$ cat config.mk
export PLATFORM = sky130hd
export DESIGN_NAME = alu_arbiter_flat
export DESIGN_NICKNAME = d
export VERILOG_FILES = /design/src/rtl/alu_arbiter_if.sv /design/src/rtl/alu_arbiter.sv /design/src/flat_wrapper.sv
export SDC_FILE = /design/constraint.sdc
export NUM_CORES = 1
export LEC_CHECK = 0
export BUFFER_PORTS_ARGS = -buffer_cell sky130_fd_sc_hd__buf_2
export CAP_MARGIN = 5
export CORE_AREA = 2 2 123 125
export CTS_CLUSTER_DIAMETER = 120
export DETAILED_ROUTE_END_ITERATION = 10
export DIE_AREA = 0 0 125 127
export PLACE_DENSITY = 0.76
export SYNTH_ARGS = -nofsm -noshare
export SYNTH_HDL_FRONTEND = slang
export SYNTH_SLANG_ARGS = --single-unit
$ cat constraint.sdc
create_clock -name clk -period 1.8 [get_ports clk]
set_clock_uncertainty 0.15 [all_clocks]
set_input_delay 0.09 -clock clk [delete_from_list [all_inputs] [get_ports clk]]
set_output_delay 0.09 -clock clk [all_outputs]
set_load 0.02 [all_outputs]
$ cat src/rtl/alu_arbiter_if.sv
// Bundles the two requester channels, the two response channels and the shared-ALU hookup.
// Latency: none; wires only.
// Backpressure: valid/ready on each requester and response channel.
interface alu_arbiter_if #(
  parameter int WIDTH = 32
);
  logic             req0_valid, req1_valid;
  logic             req0_ready, req1_ready;
  logic [WIDTH-1:0] req0_a, req0_b, req1_a, req1_b;
  logic [3:0]       req0_ctrl, req1_ctrl;

  logic             rsp0_valid, rsp1_valid;
  logic             rsp0_ready, rsp1_ready;
  logic [WIDTH-1:0] rsp0_data, rsp1_data;
  logic             rsp0_zero, rsp0_ovf, rsp0_carry;
  logic             rsp1_zero, rsp1_ovf, rsp1_carry;

  logic [WIDTH-1:0] alu_a, alu_b, alu_out;
  logic [3:0]       alu_ctrl;
  logic             alu_zero, alu_ovf, alu_carry;

  // Arbiter side
  modport slave (
    input  req0_valid, req1_valid, req0_a, req0_b, req1_a, req1_b, req0_ctrl, req1_ctrl,
    output req0_ready, req1_ready,
    output rsp0_valid, rsp1_valid, rsp0_data, rsp1_data,
    output rsp0_zero, rsp0_ovf, rsp0_carry, rsp1_zero, rsp1_ovf, rsp1_carry,
    input  rsp0_ready, rsp1_ready,
    output alu_a, alu_b, alu_ctrl,
    input  alu_out, alu_zero, alu_ovf, alu_carry
  );

  // Requester / ALU environment side
  modport master (
    output req0_valid, req1_valid, req0_a, req0_b, req1_a, req1_b, req0_ctrl, req1_ctrl,
    input  req0_ready, req1_ready,
    input  rsp0_valid, rsp1_valid, rsp0_data, rsp1_data,
    input  rsp0_zero, rsp0_ovf, rsp0_carry, rsp1_zero, rsp1_ovf, rsp1_carry,
    output rsp0_ready, rsp1_ready,
    input  alu_a, alu_b, alu_ctrl,
    output alu_out, alu_zero, alu_ovf, alu_carry
  );
endinterface

$ cat src/rtl/alu_arbiter.sv
// Two-requester round-robin front end for one shared combinational ALU, one op in flight.
// Latency: accept in cycle T, response valid in T+2; issue interval at least 3 cycles.
// Backpressure: response held until its ready; no new request accepted meanwhile.
module alu_arbiter #(
  parameter int WIDTH     = 32,
  parameter int PRIO_INIT = 0
) (
  input logic          clk,
  input logic          rst,
  alu_arbiter_if.slave bus
);

  typedef enum logic [1:0] {IDLE = 2'd0, EXEC = 2'd1, RESP = 2'd2} state_t;

  // last_grant starts as the "other" requester so the first tie goes to PRIO_INIT
  localparam logic LAST_INIT = (PRIO_INIT == 0) ? 1'b1 : 1'b0;

  state_t                 state_q, state_d;
  logic                   last_q, last_d;
  logic                   idx_q, idx_d;
  logic [WIDTH-1:0]       a_q, a_d, b_q, b_d;
  logic [3:0]             ctrl_q, ctrl_d;
  logic [1:0][WIDTH-1:0]  data_q, data_d;
  logic [1:0]             zero_q, zero_d, ovf_q, ovf_d, carry_q, carry_d;

  logic any_vld;
  logic gnt_idx;
  logic add_cls;
  logic rsp_take;

  // Arbitration: a tie goes to whoever was not granted last, a lone requester always wins
  always_comb begin
    any_vld = bus.req0_valid | bus.req1_valid;
    if (bus.req0_valid && bus.req1_valid) begin
      gnt_idx = ~last_q;
    end else begin
      gnt_idx = bus.req1_valid;
    end
    rsp_take = idx_q ? bus.rsp1_ready : bus.rsp0_ready;
  end

  // Carry only means something for add-like codes; logic/compare ops mask it
  always_comb begin
    case (ctrl_q)
      4'b1111, 4'b1100, 4'b0111, 4'b0110, 4'b0000, 4'b0001: add_cls = 1'b0;
      default:                                              add_cls = 1'b1;
    endcase
  end

  // State register
  always_ff @(posedge clk) begin
    if (rst) begin
      state_q <= IDLE;
    end else begin
      state_q <= state_d;
    end
  end

  // Next-state logic
  always_comb begin
    state_d = state_q;
    case (state_q)
      IDLE:    if (any_vld) state_d = EXEC;
      EXEC:    state_d = RESP;
      RESP:    if (rsp_take) state_d = IDLE;
      default: state_d = IDLE;
    endcase
  end

  // Output logic; reset forces every handshake and result output low
  always_comb begin
    bus.req0_ready = 1'b0;
    bus.req1_ready = 1'b0;
    if (!rst && state_q == IDLE && any_vld) begin
      bus.req0_ready = ~gnt_idx;
      bus.req1_ready = gnt_idx;
    end
    bus.rsp0_valid = !rst && state_q == RESP && !idx_q;
    bus.rsp1_valid = !rst && state_q == RESP &&  idx_q;
    bus.rsp0_data  = rst ? '0   : data_q[0];
    bus.rsp1_data  = rst ? '0   : data_q[1];
    bus.rsp0_zero  = rst ? 1'b0 : zero_q[0];
    bus.rsp1_zero  = rst ? 1'b0 : zero_q[1];
    bus.rsp0_ovf   = rst ? 1'b0 : ovf_q[0];
    bus.rsp1_ovf   = rst ? 1'b0 : ovf_q[1];
    bus.rsp0_carry = rst ? 1'b0 : carry_q[0];
    bus.rsp1_carry = rst ? 1'b0 : carry_q[1];
    bus.alu_a      = a_q;
    bus.alu_b      = b_q;
    bus.alu_ctrl   = ctrl_q;
  end

  // Datapath next state: latch the winner's operands on grant, capture the ALU in EXEC
  always_comb begin
    last_d  = last_q;
    idx_d   = idx_q;
    a_d     = a_q;
    b_d     = b_q;
    ctrl_d  = ctrl_q;
    data_d  = data_q;
    zero_d  = zero_q;
    ovf_d   = ovf_q;
    carry_d = carry_q;
    if (state_q == IDLE && any_vld) begin
      idx_d  = gnt_idx;
      last_d = gnt_idx;
      a_d    = gnt_idx ? bus.req1_a    : bus.req0_a;
      b_d    = gnt_idx ? bus.req1_b    : bus.req0_b;
      ctrl_d = gnt_idx ? bus.req1_ctrl : bus.req0_ctrl;
    end
    if (state_q == EXEC) begin
      data_d[idx_q]  = bus.alu_out;
      zero_d[idx_q]  = bus.alu_zero;
      ovf_d[idx_q]   = bus.alu_ovf & (add_cls | (ctrl_q == 4'b0110));
      carry_d[idx_q] = bus.alu_carry & add_cls;
    end
  end

  // Datapath registers
  always_ff @(posedge clk) begin
    if (rst) begin
      last_q  <= LAST_INIT;
      idx_q   <= 1'b0;
      a_q     <= '0;
      b_q     <= '0;
      ctrl_q  <= 4'b0000;
      data_q  <= '0;
      zero_q  <= '0;
      ovf_q   <= '0;
      carry_q <= '0;
    end else begin
      last_q  <= last_d;
      idx_q   <= idx_d;
      a_q     <= a_d;
      b_q     <= b_d;
      ctrl_q  <= ctrl_d;
      data_q  <= data_d;
      zero_q  <= zero_d;
      ovf_q   <= ovf_d;
      carry_q <= carry_d;
    end
  end

endmodule

$ cat src/flat_wrapper.sv
// flat-port wrapper written by rule: the top's interface ports become plain ports
module alu_arbiter_flat 
#(
  parameter int WIDTH     = 32,
  parameter int PRIO_INIT = 0
)
  (clk, rst, bus_req0_valid, bus_req1_valid, bus_req0_a, bus_req0_b, bus_req1_a, bus_req1_b, bus_req0_ctrl, bus_req1_ctrl, bus_req0_ready, bus_req1_ready, bus_rsp0_valid, bus_rsp1_valid, bus_rsp0_data, bus_rsp1_data, bus_rsp0_zero, bus_rsp0_ovf, bus_rsp0_carry, bus_rsp1_zero, bus_rsp1_ovf, bus_rsp1_carry, bus_rsp0_ready, bus_rsp1_ready, bus_alu_a, bus_alu_b, bus_alu_ctrl, bus_alu_out, bus_alu_zero, bus_alu_ovf, bus_alu_carry);
  alu_arbiter_if #(.WIDTH(WIDTH)) bus_i ();
  input logic clk;
  input logic rst;
  input wire logic [$bits(bus_i.req0_valid)-1:0] bus_req0_valid;
  input wire logic [$bits(bus_i.req1_valid)-1:0] bus_req1_valid;
  input wire logic [$bits(bus_i.req0_a)-1:0] bus_req0_a;
  input wire logic [$bits(bus_i.req0_b)-1:0] bus_req0_b;
  input wire logic [$bits(bus_i.req1_a)-1:0] bus_req1_a;
  input wire logic [$bits(bus_i.req1_b)-1:0] bus_req1_b;
  input wire logic [$bits(bus_i.req0_ctrl)-1:0] bus_req0_ctrl;
  input wire logic [$bits(bus_i.req1_ctrl)-1:0] bus_req1_ctrl;
  output wire logic [$bits(bus_i.req0_ready)-1:0] bus_req0_ready;
  output wire logic [$bits(bus_i.req1_ready)-1:0] bus_req1_ready;
  output wire logic [$bits(bus_i.rsp0_valid)-1:0] bus_rsp0_valid;
  output wire logic [$bits(bus_i.rsp1_valid)-1:0] bus_rsp1_valid;
  output wire logic [$bits(bus_i.rsp0_data)-1:0] bus_rsp0_data;
  output wire logic [$bits(bus_i.rsp1_data)-1:0] bus_rsp1_data;
  output wire logic [$bits(bus_i.rsp0_zero)-1:0] bus_rsp0_zero;
  output wire logic [$bits(bus_i.rsp0_ovf)-1:0] bus_rsp0_ovf;
  output wire logic [$bits(bus_i.rsp0_carry)-1:0] bus_rsp0_carry;
  output wire logic [$bits(bus_i.rsp1_zero)-1:0] bus_rsp1_zero;
  output wire logic [$bits(bus_i.rsp1_ovf)-1:0] bus_rsp1_ovf;
  output wire logic [$bits(bus_i.rsp1_carry)-1:0] bus_rsp1_carry;
  input wire logic [$bits(bus_i.rsp0_ready)-1:0] bus_rsp0_ready;
  input wire logic [$bits(bus_i.rsp1_ready)-1:0] bus_rsp1_ready;
  output wire logic [$bits(bus_i.alu_a)-1:0] bus_alu_a;
  output wire logic [$bits(bus_i.alu_b)-1:0] bus_alu_b;
  output wire logic [$bits(bus_i.alu_ctrl)-1:0] bus_alu_ctrl;
  input wire logic [$bits(bus_i.alu_out)-1:0] bus_alu_out;
  input wire logic [$bits(bus_i.alu_zero)-1:0] bus_alu_zero;
  input wire logic [$bits(bus_i.alu_ovf)-1:0] bus_alu_ovf;
  input wire logic [$bits(bus_i.alu_carry)-1:0] bus_alu_carry;
  assign bus_i.req0_valid = bus_req0_valid;
  assign bus_i.req1_valid = bus_req1_valid;
  assign bus_i.req0_a = bus_req0_a;
  assign bus_i.req0_b = bus_req0_b;
  assign bus_i.req1_a = bus_req1_a;
  assign bus_i.req1_b = bus_req1_b;
  assign bus_i.req0_ctrl = bus_req0_ctrl;
  assign bus_i.req1_ctrl = bus_req1_ctrl;
  assign bus_req0_ready = bus_i.req0_ready;
  assign bus_req1_ready = bus_i.req1_ready;
  assign bus_rsp0_valid = bus_i.rsp0_valid;
  assign bus_rsp1_valid = bus_i.rsp1_valid;
  assign bus_rsp0_data = bus_i.rsp0_data;
  assign bus_rsp1_data = bus_i.rsp1_data;
  assign bus_rsp0_zero = bus_i.rsp0_zero;
  assign bus_rsp0_ovf = bus_i.rsp0_ovf;
  assign bus_rsp0_carry = bus_i.rsp0_carry;
  assign bus_rsp1_zero = bus_i.rsp1_zero;
  assign bus_rsp1_ovf = bus_i.rsp1_ovf;
  assign bus_rsp1_carry = bus_i.rsp1_carry;
  assign bus_i.rsp0_ready = bus_rsp0_ready;
  assign bus_i.rsp1_ready = bus_rsp1_ready;
  assign bus_alu_a = bus_i.alu_a;
  assign bus_alu_b = bus_i.alu_b;
  assign bus_alu_ctrl = bus_i.alu_ctrl;
  assign bus_i.alu_out = bus_alu_out;
  assign bus_i.alu_zero = bus_alu_zero;
  assign bus_i.alu_ovf = bus_alu_ovf;
  assign bus_i.alu_carry = bus_alu_carry;
  alu_arbiter #(.WIDTH(WIDTH), .PRIO_INIT(PRIO_INIT)) u_core (.clk(clk), .rst(rst), .bus(bus_i));
endmodule
Yosys cells after proc, flatten, opt, wreduce, memory -nomap -nowiden
Cells that the tools add are included.

word-level totals
  register bits = 142
  bits of input ports = 177

cells by class
  $lt $le $gt $ge = 2
  bitwise gates (word level) = 6
  muxes and demuxes = 27
  equal/unequal tests = 9
  reduce and logical (&&, ||, !) cells = 14

operators by type and width
  cell                                                    number
  2-to-1 mux 32 bit                                       5
  bitwise mux 64 bit                                      1
  demux 32 bit (select 1 bit)                             1
  2-to-1 mux 1 bit                                        12
  equality test 4 x 3 -> 1 bit (second input constant)    2
  equality test 4 bit (second input constant)             2
  logical AND 1 bit                                       8
  bitwise mux 2 bit                                       3
  case mux 2 bit (3 select lines)                         1
  OR reduction 6 bit                                      1
  equality test 4 x 1 -> 1 bit (second input constant)    1
  logical NOT 4 bit                                       1
  2-to-1 mux 2 bit                                        2
  2-to-1 mux 4 bit                                        1
  inequality test 2 x 1 -> 1 bit (second input constant)  2
  bitwise AND 1 bit                                       2
  equality test 2 x 1 -> 1 bit (second input constant)    1
  equality test 2 bit (second input constant)             1
  logical NOT 1 bit                                       2
  logical NOT 2 bit                                       1
  < comparator 1 x 2 -> 1 bit (second input constant)     1
  inverter 1 bit                                          2
  bitwise OR 1 bit                                        2
  AND reduction 2 bit                                     1
  2 further kinds                                         2

Depth between registers and ports, before layout
Gate-level depths: netlist (run 1).

  depth in word-level cells = 6
  gate-level depth with buffers = 6

Worst setup path before layout (run 1)
Ideal clock, no wire load.

  path kind = reg2out
  start point = register u_core.state_q[1]
  end point = output port bus_req0_ready
  path slack = 0.158 ns
  stages on the path, launching flop included = 6
  arrival time = 1.402 ns
  buffers on the path = 2
  cell sequence = dfxtp_1 > buf_2 > nor2_2 > buf_2 > nand2_1 > nor3_1

on the way
  cells in the longest elaborated chain, start to end = 4

RTL lines
  item                            RTL line            source
  start: declaration              alu_arbiter.sv:18   state_t state_q, state_d;
  start signal: assignment        alu_arbiter.sv:55   state_q <= state_d;
  logical NOT 2 bit               alu_arbiter.sv:74   if (!rst && state_q == IDLE && any_vld) begin
  logical AND 1 bit (2 in a row)  alu_arbiter.sv:74
  2-to-1 mux 1 bit                alu_arbiter.sv:74
  end: declaration                flat_wrapper.sv:19  output wire logic [$bits(bus_i.req0_ready)-1:0] bus_req0_ready;

No other way between the ends.

Final worst setup path (run 1)
  start point = register u_core.last_q
  end point = output port bus_req1_ready

on the way
  cells in the longest elaborated chain, start to end = 3

RTL lines
  item                      RTL line            source
  start: declaration        alu_arbiter.sv:19   logic last_q, last_d;
  start signal: assignment  alu_arbiter.sv:132  last_q <= last_d;
  inverter 1 bit            alu_arbiter.sv:35   gnt_idx = ~last_q;
  2-to-1 mux 1 bit          alu_arbiter.sv:34   if (bus.req0_valid && bus.req1_valid) begin
  2-to-1 mux 1 bit          alu_arbiter.sv:74
  end: declaration          flat_wrapper.sv:20  output wire logic [$bits(bus_i.req1_ready)-1:0] bus_req1_ready;

No other way between the ends.

==> flow_metrics.tcl, run 1 <==
set metrics [dict create \
    status "finished, final reports clean" \
    syn_inst 655 \
    worstMarginPinSlew_ns 0.706 \
    final.min_clock_period_ns 1.72 \
    yosys.cell_types.count 39 \
    gp_congestion 0.797 \
    avgSynthCellArea_sq_um 9.38 \
    wl_per_cell_um 20.0 \
    numClockSinks 142 \
    cp-start-kind "flop" \
    ys_warn_count 0 \
    slowest_stage "dfxtp_1" \
    clk_latency_ns 0.41 \
    fillers 970 \
    drt_iter0_markers 535 \
    required_ns 1.56 \
    gr-total-overflow 0 \
    worstPathCellList "a21boi_4 > buf_12 > and3_1 > buf_2" \
    cts_buffers 17 \
    period_share_pct 95.5 \
    clockRootBuffer "clkbuf_16" \
    endpoint_kind "output pin" \
    die_area_sq_um 15900 \
    power.leakage_uw 0.00478 \
    cp_max_fo 16 \
    ir_drop_uv 620 \
    fmax_mhz 582 \
    hp-class "primary input to flop" \
    cts_max_path_buffers 2 \
    drtPass1Iterations 7 \
    die_x_um 125 \
    crit_type "flop to output pin" \
    rows 44 \
    drcViolationCount 0 \
    initial_utilization_pct 42.6 \
    area_delta_synth_final_pct 69.7 \
    cts_tree "built" \
    place.detailed.hpwl_mm 13.6 \
    ys_seq_area_share_pct 46.3 \
    drive_gt1_share_pct 35.0 \
    maxCapViolations 0 \
    relSlewSlack_pct 52.8 \
    critPathMaxStageDelay_ns 0.34 \
    grt_max_degree 54 \
    fin_setup_tns_ns 0 \
    wl_mm 26.6 \
    detail_route.vias_per_cell 5.61 \
    critPathArrivalTime_ns 1.48 \
    syn-cell-area_sq_um 6140 \
    nNetsFinal 1307 \
    hold_violations 0 \
    clk_pin_slew_ns 0.05 \
    synth-seq-cells 142 \
    cp_num_buf_inv 2 \
    io_pins 319 \
    antenna_found_initial 3 \
    grt_first_pass_wirelength_mm 40.5 \
    cts_max_level 4 \
    power_density_nw_per_um2 900 \
    core_sq_um 14400 \
    timing.hold.ws_ns 0.0437 \
    grt_pass1_vias 7777 \
    vias 7459 \
    port_buffers 318 \
    grtUsageTotal_pct 32.2 \
    cp_top_family "buffers and inverters" \
    synth.net_count 832 \
    dieHeight_um 127 \
    slew_violations 0 \
    setup_viol 0 \
    ant_nets 0 \
]
[cells in the final DEF (no fill, tap or decap), types with 2 or more instances in the layout]
master,synthesis,routed
buf_2,27,317
dlygate4sd3_1,0,175
dfxtp_1,142,140
a21oi_1,103,103
nand2_1,72,72
nor2b_1,70,70
mux2i_1,69,69
a211oi_1,56,53
o22a_1,33,33
buf_4,2,19
clkbuf_16,0,17
a211oi_2,12,15
buf_12,0,9
diode_2,0,5
clkbuf_1,31,5
inv_1,3,3
nand3_1,3,3
clkbuf_8,0,2
bufinv_16,0,2
clkinv_2,0,2
bufbuf_16,0,2
dfxtp_2,0,2
[worst register-to-register path: stages (launching register included)]
cell	delay (ns)
dfxtp_1	0.38
nor2_4	0.16
buf_4	0.15
bufbuf_16	0.35
a21oi_1	0.10
a211oi_1	0.33
[what timing repair did]
item                                    4_1_cts  5_1_grt
hold endpoints to repair                    139        0
resized for setup                             3        6
pin swaps                                     2        1
endpoints found under the setup margin        2        7
buffers inserted                              3        0
cloned                                        2        0
hold buffers                                175        0
[layer usage]
metal | global-route usage (%) | vias up | part of all wire, %
li1 | - | 3296 | -
met5 | 0 | - | 0
met4 | 23.4 | 0 | 7.1
met3 | 8.29 | 169 | 9.1
met2 | 55.7 | 596 | 49
met1 | 34.2 | 3398 | 35
[power by group]
group / internal [uW] / switching [uW] / total (uW)
Sequential: 3420 / 180 / 3610
Combinational: 1060 / 1320 / 2380
Clock: 2100 / 1310 / 3400
Total: 6580 / 2800 / 9390
[path summary, 6_finish.rpt]
check,startpoint,to,slack [ns],cells past startpoint
worst max-delay path,u_core.last_q,bus_req1_ready,0.08,4
worst min-delay path,rst,u_core.last_q,0.04,3
worst max register to register,u_core.state_q[0],u_core.bus.alu_b[7],0.08,5
worst min register to register,u_core.data_q[6],u_core.data_q[6],0.30,2
[Yosys cell counts, drive strengths merged]
library cell	count	share of area, %
dfxtp	142	46
a21oi	103	8.4
nand2	72	4.4
nor2b	70	7.1
mux2i	69	11
a211oi	68	9.3
buf	36	3.0
o22a	33	4.7
clkbuf	31	1.9
inv	3	0.18
nand3	3	0.24
nor2	3	0.22
o31ai	2	0.33
o41ai	2	0.41
a21bo	1	0.16
a21boi	1	0.12
and2	1	0.10
and3	1	0.10
and4	1	0.14
nand2b	1	0.10
nand3b	1	0.12
nand4	1	0.10
nor3	1	0.081
nor3b	1	0.20
nor4b	1	0.14
o211ai	1	0.12
o21ai	1	0.081
or2	1	0.10
or3	1	0.10
or3b	1	0.14
or4bb	1	0.18
xor2	1	0.14
[final cells by class]
cell class / instances / area, sq um / share of cell area [%]
clock inverters: 6 / 86.3 / 0.828
inverters: 3 / 11.3 / 0.108
well taps: 184 / 230 / 2.21
clock buffers: 24 / 472 / 4.53
diodes: 5 / 12.5 / 0.120
flip-flops and latches: 142 / 2850 / 27.3
repair buffers: 523 / 3740 / 35.9
multi-input cells: 443 / 3030 / 29.1
[sequential cells by signal (all words and copies together), names as in the netlist]
register,cells
u_core.ovf_q,2
u_core.data_q,64
u_core.state_q,2
u_core.last_q,1
u_core.carry_q,2
u_core.idx_q,1
u_core.bus.alu_b,32
u_core.bus.alu_a,32
u_core.bus.alu_ctrl,4
u_core.zero_q,2
[kinds of logic after synthesis]
group	after synthesis	share of synthesized area [%]
xor+xnor	1	0.143
buf+inv	70	5.07
compound gates	212	23.6
simple gates	161	13.6
mux	69	11.2
flops	142	46.3
[metrics by stage]
step                      total power, uW  util [%]  worst slack [ns]  std cells  area, sq um
final                                9390      72.3            0.0811       1330        10400
after global routing                 9720      72.2           -0.0739       1328        10400
after CTS                            9240      72.0            0.0328       1325        10400
after detailed placement             5470      55.3             0.168       1115         7980
after global placement               5440      55.3             0.227       1115         7980
after floorplan                      4760         -             0.158        655         6140
Power figures use the tool's default switching activity.
==> inputs of run 2 (changes only) <==
Settings changed: CORE_AREA 2 2 123 125 to default, CORE_ASPECT_RATIO from default to 0.8, CORE_MARGIN from default to 2, CORE_UTILIZATION from default to 46, DIE_AREA 0 0 125 127 to default, PLACE_DENSITY 0.76 to 0.81.
==> run 2 against run 1 <==
Net effect: die area is 9.9% lower; sequential share of layout area is 0.15 points lower; critical endpoint is now u_core.bus.alu_b[17]; non-clock buffer count is 6 higher; power is 2.2% higher; sequential power hardly changed; critical path depth is 1 higher; maximum frequency is 4.6% lower; clock-buffer cell count is 3 lower; global-route usage is 2.6 points higher; worst hold slack worse by 0.038 ns; setup slack worse by 0.082 ns; the flow now finishes with violations (negative setup slack); clock power is 6.2% higher.
==> flow_metrics.tcl, run 2 (same netlist as run 1, synthesis figures left out) <==
set metrics [dict create \
    critPathMaxStageDelay_ns 0.38 \
    relSlewSlack_pct 59.4 \
    wl_mm 26.3 \
    worstMarginPinSlew_ns 0.610 \
    cts_tree "built" \
    fmax_mhz 555 \
    setup_viol 1 \
    die_x_um 133 \
    slew_violations 0 \
    placed_area_sq_um 7940 \
    cts_buffers 17 \
    cp_top_family "buffers and inverters" \
    layout_common_cells "buf_2 (316), dlygate4sd3_1 (174), dfxtp_1 (140)" \
    fillers 768 \
    antenna_found_initial 0 \
    place_inst 1103 \
    critPathArrivalTime_ns 1.93 \
    drcViolationCount 0 \
    instances_no_fill 1324 \
    grt_first_pass_wirelength_mm 39.3 \
    rows 37 \
    grtUsageTotal_pct 34.8 \
    pre_cts_ws_ns 0.217 \
    cp-start-kind "flop" \
    clockRootBuffer "clkbuf_16" \
    io_pins 319 \
    endpoint_kind "flop" \
    violations "negative setup slack" \
    slowest_stage "mux2i_1" \
    grt_pass1_vias 7655 \
    place.detailed.hpwl_mm 12.8 \
    cp_max_fo 35 \
    ir_drop_uv 608 \
    power_density_nw_per_um2 914 \
    drive_gt1_share_pct 35.7 \
    grt_max_degree 57 \
    cp_num_buf_inv 2 \
    cts_max_path_buffers 2 \
    cts_max_level 4 \
    gr-total-overflow 0 \
    hp-class "primary input to flop" \
    wl_per_cell_um 19.9 \
    total_power_uw 9590 \
    final_area_sq_um 10500 \
    status "complete, but fails checks" \
    clk_latency_ns 0.41 \
    required_ns 1.93 \
    fin_ws_ns -0.000908 \
    top_register "u_core.data_q" \
    drt_iter0_markers 543 \
    crit_type "flop to flop" \
    power.leakage_uw 0.00483 \
    largest_reg_flops 64 \
    detail_route.vias_per_cell 5.50 \
    die_area_sq_um 14300 \
    initial_utilization_pct 47.4 \
    numClockSinks 142 \
    core_sq_um 13000 \
    worstPathCellList "a21boi_4 > buf_4 > buf_12 > mux2i_1 > a211oi_2" \
    vias 7278 \
    period_share_pct 100 \
    final.min_clock_period_ns 1.80 \
    area_delta_synth_final_pct 70.8 \
    port_buffers 318 \
    final_common_cell "buf_2" \
    maxCapViolations 0 \
    final_util_pct 80.9 \
    dieHeight_um 107 \
    nNetsFinal 1313 \
    clk_pin_slew_ns 0.06 \
    gp_congestion 0.813 \
    hold_violations 0 \
    ant_nets 0 \
    drtPass1Iterations 8 \
]
[run 2: cell count changes in the layout (fill, tap and decap cells not counted), sizes merged]
cell,change
dlygate4sd3,-1
clkinvlp,+3
buf,+6
diode,-4
bufinv,+1
clkbuf,-3
bufbuf,+1
[run 2: final timing paths]
path,end,depth (start not counted),slack [ns],start
min,u_core.carry_q[0],2,0.006,rst
max reg2reg,u_core.bus.alu_b[17],5,-0.0009,u_core.last_q
max,u_core.bus.alu_b[17],5,-0.0009,u_core.last_q
min reg2reg,u_core.data_q[2],2,0.30,u_core.data_q[2]
[run 2: repair_timing]
item	4_1_cts	5_1_grt
setup endpoints to repair	2	3
endpoints found under the hold margin	139	1
pin swaps	2	3
hold buffers	173	1
buffers inserted	3	9
cloned	3	0
resized for setup	3	5
[run 2: final cells by class]
class	count	area, sq um	share of cell area, %
Timing Repair Buffer	529	3780	36.1
Multi-Input combinational cell	443	3030	28.9
Sequential cell	142	2850	27.2
Clock buffer	21	460	4.39
Tap cell	175	219	2.09
Clock inverter	10	139	1.32
Inverter	3	11.3	0.107
Antenna cell	1	2.50	0.0239
[run 2: worst reg2reg max path, delay by kind of cell (launching register included)]
kind	cells	cell delay (ns)
AOI/OAI and AO/OA	2	0.33
buffers and inverters	2	0.45
DFF	1	0.34
muxes	1	0.40
[run 2: routing by layer]
metal  up-vias  track usage (%)  wire length [um]
li1       3315                -                 -
met1      3392             36.9              9540
met4         0             24.3              1590
met5         -                0                 0
met3       134             7.63              1810
met2       437             62.3             13400
[run 2: stage by stage]
stage	setup TNS [ns]	hold slack [ns]
after detailed placement	0	0.185
after floorplan	0	0.0760
after global placement	0	0.184
after CTS	0	0.00162
after global routing	-0.0210	0.0272
final	-0.000908	0.00586
[run 2: where the power goes]
part	switching, uW	internal, uW	leakage [uW]
Sequential	174	3420	0.00117
Clock	1370	2240	0.000281
Combinational	1300	1080	0.00338
Total	2840	6750	0.00483
